[src/rtl/codificador_pt2262_if.sv]
// Parallel side of the PT2262 encoder: code-word inputs, transmit enable and
// the serial/status outputs.
interface codificador_pt2262_if;
  logic [15:0] A;
  logic [3:0]  D;
  logic        te;
  logic        cod_o;
  logic        busy;
  logic        frame_done;

  modport master (output A, D, te, input cod_o, busy, frame_done);
  modport slave  (input A, D, te, output cod_o, busy, frame_done);
endinterface

[src/rtl/codificador_pt2262.sv]
// PT2262-compatible encoder: 8 trinary address pins + 4 data bits + sync per
// frame, all timing in units of alpha = CLK_DIV clk cycles.
//
// state | meaning
// IDLE  | line low, waiting for te
// SEND  | burst in progress, frames back to back
module codificador_pt2262 #(
  parameter int CLK_DIV    = 250,
  parameter int MIN_FRAMES = 4
) (
  input  logic clk,
  input  logic reset,
  codificador_pt2262_if.slave bus
);

  localparam int             PW       = (CLK_DIV > 1) ? $clog2(CLK_DIV) : 1;
  localparam logic [PW-1:0]  PRE_LAST = PW'(CLK_DIV - 1);
  localparam logic [3:0]     NFR_MIN  = 4'(MIN_FRAMES);

  typedef enum logic {IDLE, SEND} state_t;

  state_t        state;
  logic [PW-1:0] pre;
  logic [6:0]    alpha;
  logic [3:0]    sym;
  logic [3:0]    nfr;
  logic [23:0]   shadow;
  logic          cod_r;
  logic          busy_r;
  logic          frame_done_r;

  logic [23:0]   load_word;
  logic [1:0]    code;
  logic          half_val;
  logic          level;
  logic          alpha_last;

  // Data bits are widened to trinary '0'/'1' so all 12 symbols share one decoder.
  always_comb begin
    load_word       = '0;
    load_word[15:0] = bus.A;
    for (int j = 0; j < 4; j++)
      load_word[16 + 2*j +: 2] = {2{bus.D[j]}};
  end

  always_comb begin
    code = 2'b00;
    for (int i = 0; i < 12; i++)
      if (sym == 4'(i)) code = shadow[2*i +: 2];
  end

  // 'F' (10 or 01) is a 0-half followed by a 1-half.
  always_comb begin
    half_val = 1'b0;
    if (code == 2'b11)
      half_val = 1'b1;
    else if (code != 2'b00)
      half_val = alpha[4];

    level = 1'b0;
    if (sym == 4'd12)
      level = (alpha < 7'd4);
    else if (half_val)
      level = (alpha[3:0] < 4'd12);
    else
      level = (alpha[3:0] < 4'd4);

    alpha_last = (sym == 4'd12) ? (alpha == 7'd127) : (alpha[4:0] == 5'd31);
  end

  // cod_o lags the counters by one clk, so the counters wrap one cycle before
  // the frame visibly ends; the stop decision is taken in the frame_done cycle.
  always_ff @(posedge clk or negedge reset) begin
    if (!reset) begin
      state        <= IDLE;
      pre          <= '0;
      alpha        <= '0;
      sym          <= '0;
      nfr          <= '0;
      shadow       <= '0;
      cod_r        <= 1'b0;
      busy_r       <= 1'b0;
      frame_done_r <= 1'b0;
    end else begin
      frame_done_r <= 1'b0;
      case (state)
        IDLE: begin
          cod_r  <= 1'b0;
          busy_r <= 1'b0;
          if (bus.te) begin
            state  <= SEND;
            pre    <= '0;
            alpha  <= '0;
            sym    <= '0;
            nfr    <= '0;
            shadow <= load_word;
          end
        end
        SEND: begin
          if (frame_done_r && !bus.te && (nfr >= NFR_MIN)) begin
            state  <= IDLE;
            busy_r <= 1'b0;
            cod_r  <= 1'b0;
            pre    <= '0;
            alpha  <= '0;
            sym    <= '0;
            nfr    <= '0;
          end else begin
            busy_r <= 1'b1;
            if (pre == '0)
              cod_r <= level;
            if (pre == PRE_LAST) begin
              pre <= '0;
              if (alpha_last) begin
                alpha <= '0;
                if (sym == 4'd12) begin
                  sym          <= '0;
                  shadow       <= load_word;
                  frame_done_r <= 1'b1;
                  if (nfr < NFR_MIN)
                    nfr <= nfr + 4'd1;
                end else begin
                  sym <= sym + 4'd1;
                end
              end else begin
                alpha <= alpha + 7'd1;
              end
            end else begin
              pre <= pre + 1'b1;
            end
          end
        end
        default: state <= IDLE;
      endcase
    end
  end

  assign bus.cod_o      = cod_r;
  assign bus.busy       = busy_r;
  assign bus.frame_done = frame_done_r;

endmodule

[src/flat_wrapper.sv]
// flat-port wrapper written by rule: the top's interface ports become plain ports
module codificador_pt2262_flat 
#(
  parameter int CLK_DIV    = 250,
  parameter int MIN_FRAMES = 4
)
  (clk, reset, bus_A, bus_D, bus_te, bus_cod_o, bus_busy, bus_frame_done);
  codificador_pt2262_if bus_i ();
  input  logic clk;
  input  logic reset;
  input wire logic [$bits(bus_i.A)-1:0] bus_A;
  input wire logic [$bits(bus_i.D)-1:0] bus_D;
  input wire logic [$bits(bus_i.te)-1:0] bus_te;
  output wire logic [$bits(bus_i.cod_o)-1:0] bus_cod_o;
  output wire logic [$bits(bus_i.busy)-1:0] bus_busy;
  output wire logic [$bits(bus_i.frame_done)-1:0] bus_frame_done;
  assign bus_i.A = bus_A;
  assign bus_i.D = bus_D;
  assign bus_i.te = bus_te;
  assign bus_cod_o = bus_i.cod_o;
  assign bus_busy = bus_i.busy;
  assign bus_frame_done = bus_i.frame_done;
  codificador_pt2262 #(.CLK_DIV(CLK_DIV), .MIN_FRAMES(MIN_FRAMES)) u_core (.clk(clk), .reset(reset), .bus(bus_i));
endmodule
[config.mk]
export PLATFORM = sky130hd
export DESIGN_NAME = codificador_pt2262_flat
export DESIGN_NICKNAME = d
export VERILOG_FILES = /design/src/rtl/codificador_pt2262_if.sv /design/src/rtl/codificador_pt2262.sv /design/src/flat_wrapper.sv
export SDC_FILE = /design/constraint.sdc
export NUM_CORES = 1
export LEC_CHECK = 0
export BUFFER_PORTS_ARGS = -buffer_cell sky130_fd_sc_hd__clkbuf_2
export CAP_MARGIN = 5
export CORE_MARGIN = 4
export CORE_UTILIZATION = 50
export CTS_BUF_LIST = sky130_fd_sc_hd__clkbuf_8
export DETAILED_ROUTE_END_ITERATION = 7
export PLACE_DENSITY = 0.8
export SETUP_SLACK_MARGIN = 0.05
export SYNTH_ARGS = -nofsm -noshare
export SYNTH_HDL_FRONTEND = slang
export SYNTH_SLANG_ARGS = --single-unit
[constraint.sdc]
create_clock -name clk -period 2.1 [get_ports clk]
set_input_delay 0.42 -clock clk [delete_from_list [all_inputs] [get_ports clk]]
set_output_delay 0.42 -clock clk [all_outputs]
set_load 0.05 [all_outputs]
==> run summary <==
Worst-Margin Slew - 0.488 ns
Core ar. - 4850 um^2
Clock tree buffer depth - 2
Reg2reg end - u_core.shadow[4]
Total track usage - 0.188
# fillers - 370
Predominant post-synthesis flop cell - dfrtp_1
IO buf count - 25
Sequential area share after synthesis - 0.458
Synth cell types - 57
FP Rows - 25
Finished Cell Area - 3130 um^2
CTS buffer count - 5
Die area - 6350 um^2
Critical path class - flip-flop to flip-flop
Largest net degree at the start of global routing - 30
Drt wl/cell - 15.9 um
Die Wd - 79.7 um
Worst Reg-to-Reg Cells - 7
Syn_nets - 278
Most frequent cells in the layout - 45 x dfrtp_1, 26 x o21ai_0, 25 x clkbuf_2
RSZ-0062 raised after global routing - true
R2R Path Start - u_core.alpha[1]
VDD IR max - 0.471 mV
Clk sinks - 47
Nets - 318
Mapped Cells - 245
Cell Count, Final, Fillers Out - 353
Reg clk slew, reported paths - 0.09 ns
Minimum clock period after layout - 2.11 ns
Crit-path max FO - 9
Setup Skew - 0.00961 ns
Peak per-stage delay on the critical path - 0.38 ns
I/O pin total - 26
Crit end category - flip-flop
Arrival @ worst endpoint - 2.30 ns
Hpwl dp - 3.82 mm
DRT antenna net count - 0
Routed vias - 2035
Die H - 79.7 um
Run status - finished, violations left
Cell Pwr Density - 700 nW/um^2
Area growth, synth to finish - 21.7%
Max stage delay cell, worst path - dfrtp_1
Final wirelength - 5.61 mm
Drt pass-1 iters - 4
Synth Warn # - 0
ANT cells - 0
CP bufs+invs - 1
Initial antenna violation count - 0
Worst Slack Setup Final - -0.00841 ns
Syn_area_per_cell - 10.5 um^2
Pwr Total - 0.00219 W
EDFF count, synth - 0
Maxcap violations - 0
CP Cell Sequence - ha_2, and3_4, and3_4, nand4_1, a21boi_4, clkbuf_16, mux2_4
Final Cycle Share - 1.00
R2R setup slack - -0.008 ns
DRC Markers - 0
Max Freq - 474 MHz
FF+latch count, synth - 47
Via-per-instance ratio - 5.76
Fin. Hold Viols - 0
Final hold slack - 0.0646 ns
1st-iter DRT viols - 194
Relative slew slack - 0.675
DP Area - 2820 um^2
CP required - 2.29 ns
Final GP Congestion - 0.904
CTS root buffer - clkbuf_8
Gr ovfl total - 0
Violated checks - negative setup slack
Placed cell count - 338
Leak Pwr - 1.37 nW
Layout cell share with drive strength beyond 1 - 0.360
Starting Density - 0.530
CTS tree - yes
Cell Area, Synth - 2570 um^2
Worst path most repeated cell - and3_4
Most common cell after layout, fill and taps aside - dfrtp_1
Delay-heaviest family, CP - simple AND/OR/NAND/NOR gates
Clk Latency, worst-skew pair - 0.30 ns
First-pass GRT wire length - 9.50 mm
Max-slew violation total from the final report - 0
Ys async rst share - 1.00
Htree depth - 2
Final setup fails - 5
Min-Delay Path Class - input pin to asynchronous set/reset pin
Vias in the first global route - 2093
Startpoint type of the worst setup path - flip-flop
## final cells by class
type,instances,area (um^2),area share
Clock buffer,6,82.6,0.0264
Clock inverter,2,12.5,0.00400
Inverter,8,32.5,0.0104
Multi-Input combinational cell,182,1430,0.457
Sequential cell,47,1180,0.377
Tap cell,67,83.8,0.0268
Timing Repair Buffer,41,309,0.0988
## flip-flops by register name, indices dropped and copies added, names as in the netlist
| register | cells |
|---|---|
| u_core.sym | 4 |
| u_core.nfr | 4 |
| u_core.shadow | 20 |
| u_core.pre | 8 |
| u_core.bus.cod_o | 1 |
| u_core.alpha | 7 |
| u_core.bus.frame_done | 1 |
| u_core.bus.busy | 1 |
| u_core.state | 1 |
## power by group
group | internal (W) | switching (W) | total (W)
registers | 0.00103 | 0.000144 | 0.00118
clock network | 0.000265 | 0.000297 | 0.000562
logic | 0.000227 | 0.000224 | 0.000451
total | 0.00153 | 0.000665 | 0.00219
## kinds of logic (layout without fill, tap and decap cells)
group | count (synthesis) | count (layout) | share of synthesized area
AO/OA/AOI/OAI | 64 | 64 | 0.169
XOR/XNOR | 1 | 1 | 0.00341
adder cells (fa/ha/maj) | 10 | 10 | 0.0487
buffers and inverters | 16 | 57 | 0.0321
flip-flops | 47 | 47 | 0.458
multiplexers | 20 | 20 | 0.104
AND/OR/NAND/NOR | 87 | 87 | 0.185
## per-stage QoR
step            util  setup TNS (ns)  worst slack [ns]
5_1_grt        0.645           -1.70            -0.115
6_report       0.645         -0.0163          -0.00841
4_1_cts        0.602               0            0.0394
2_1_floorplan      -               0            0.0702
3_3_place_gp   0.581               0            0.0802
3_5_place_dp   0.581               0            0.0378
## Yosys cell counts (all sizes together) (2+ instances only)
| cell type | n | area [um^2] |
|---|---|---|
| nand2 | 23 | 96.4 |
| nand3b | 3 | 22.5 |
| buf | 6 | 45.0 |
| o21ai | 33 | 184 |
| nor3 | 7 | 40.0 |
| o221ai | 3 | 26.3 |
| nor2b | 2 | 12.5 |
| inv | 8 | 30.0 |
| and2b | 2 | 17.5 |
| or3 | 2 | 12.5 |
| o31ai | 2 | 15.0 |
| and3 | 10 | 63.8 |
| mux2 | 20 | 267 |
| a22o | 4 | 35.0 |
| a21oi | 6 | 30.0 |
| nor2 | 17 | 66.3 |
| clkbuf | 2 | 7.51 |
| nand2b | 2 | 12.5 |
| nand3 | 11 | 65.1 |
| nand4 | 3 | 18.8 |
| o211ai | 3 | 36.3 |
| a21boi | 2 | 18.8 |
| dfrtp | 47 | 1180 |
| a211oi | 2 | 15.0 |
| ha | 10 | 125 |
## worst max-delay path by stage
stage	startpoint	to	slack (ns)	cells after the start
after floorplan	u_core.sym[0]	u_core.shadow[0]	0.07	9
after global placement	u_core.alpha[0]	u_core.alpha[5]	0.08	9
after detailed placement	u_core.alpha[0]	u_core.alpha[5]	0.04	9
after CTS	u_core.sym[0]	u_core.bus.cod_o	0.04	8
after global routing	u_core.alpha[0]	u_core.shadow[4]	-0.12	7
final	u_core.alpha[1]	u_core.shadow[4]	-0.008	7
## worst register-to-register path, stage by stage, from the launching register on
cell,delay [ns]
dfrtp_1,0.38
ha_2,0.21
and3_4,0.20
and3_4,0.19
nand4_1,0.18
a21boi_4,0.32
clkbuf_16,0.23
mux2_4,0.30
## repair_timing
action / 4_1_cts / 5_1_grt
hold buffers: 0 / 0
setup buffers: 0 / 5
setup endpoints to repair: 5 / 30
resized for setup: 1 / 35
pin swaps: 0 / 5
cloned: 0 / 2
endpoints found under the hold margin: 0 / 0
## layer usage
| layer | vias up | wire length, um | GRT usage |
|---|---|---|---|
| met5 | - | 0 | 0 |
| met4 | 0 | 44 | 0.0550 |
| met3 | 5 | 226 | 0.0316 |
| met2 | 39 | 2790 | 0.316 |
| met1 | 1010 | 2540 | 0.250 |
| li1 | 981 | - | - |
(Power assumes the default switching activity.)
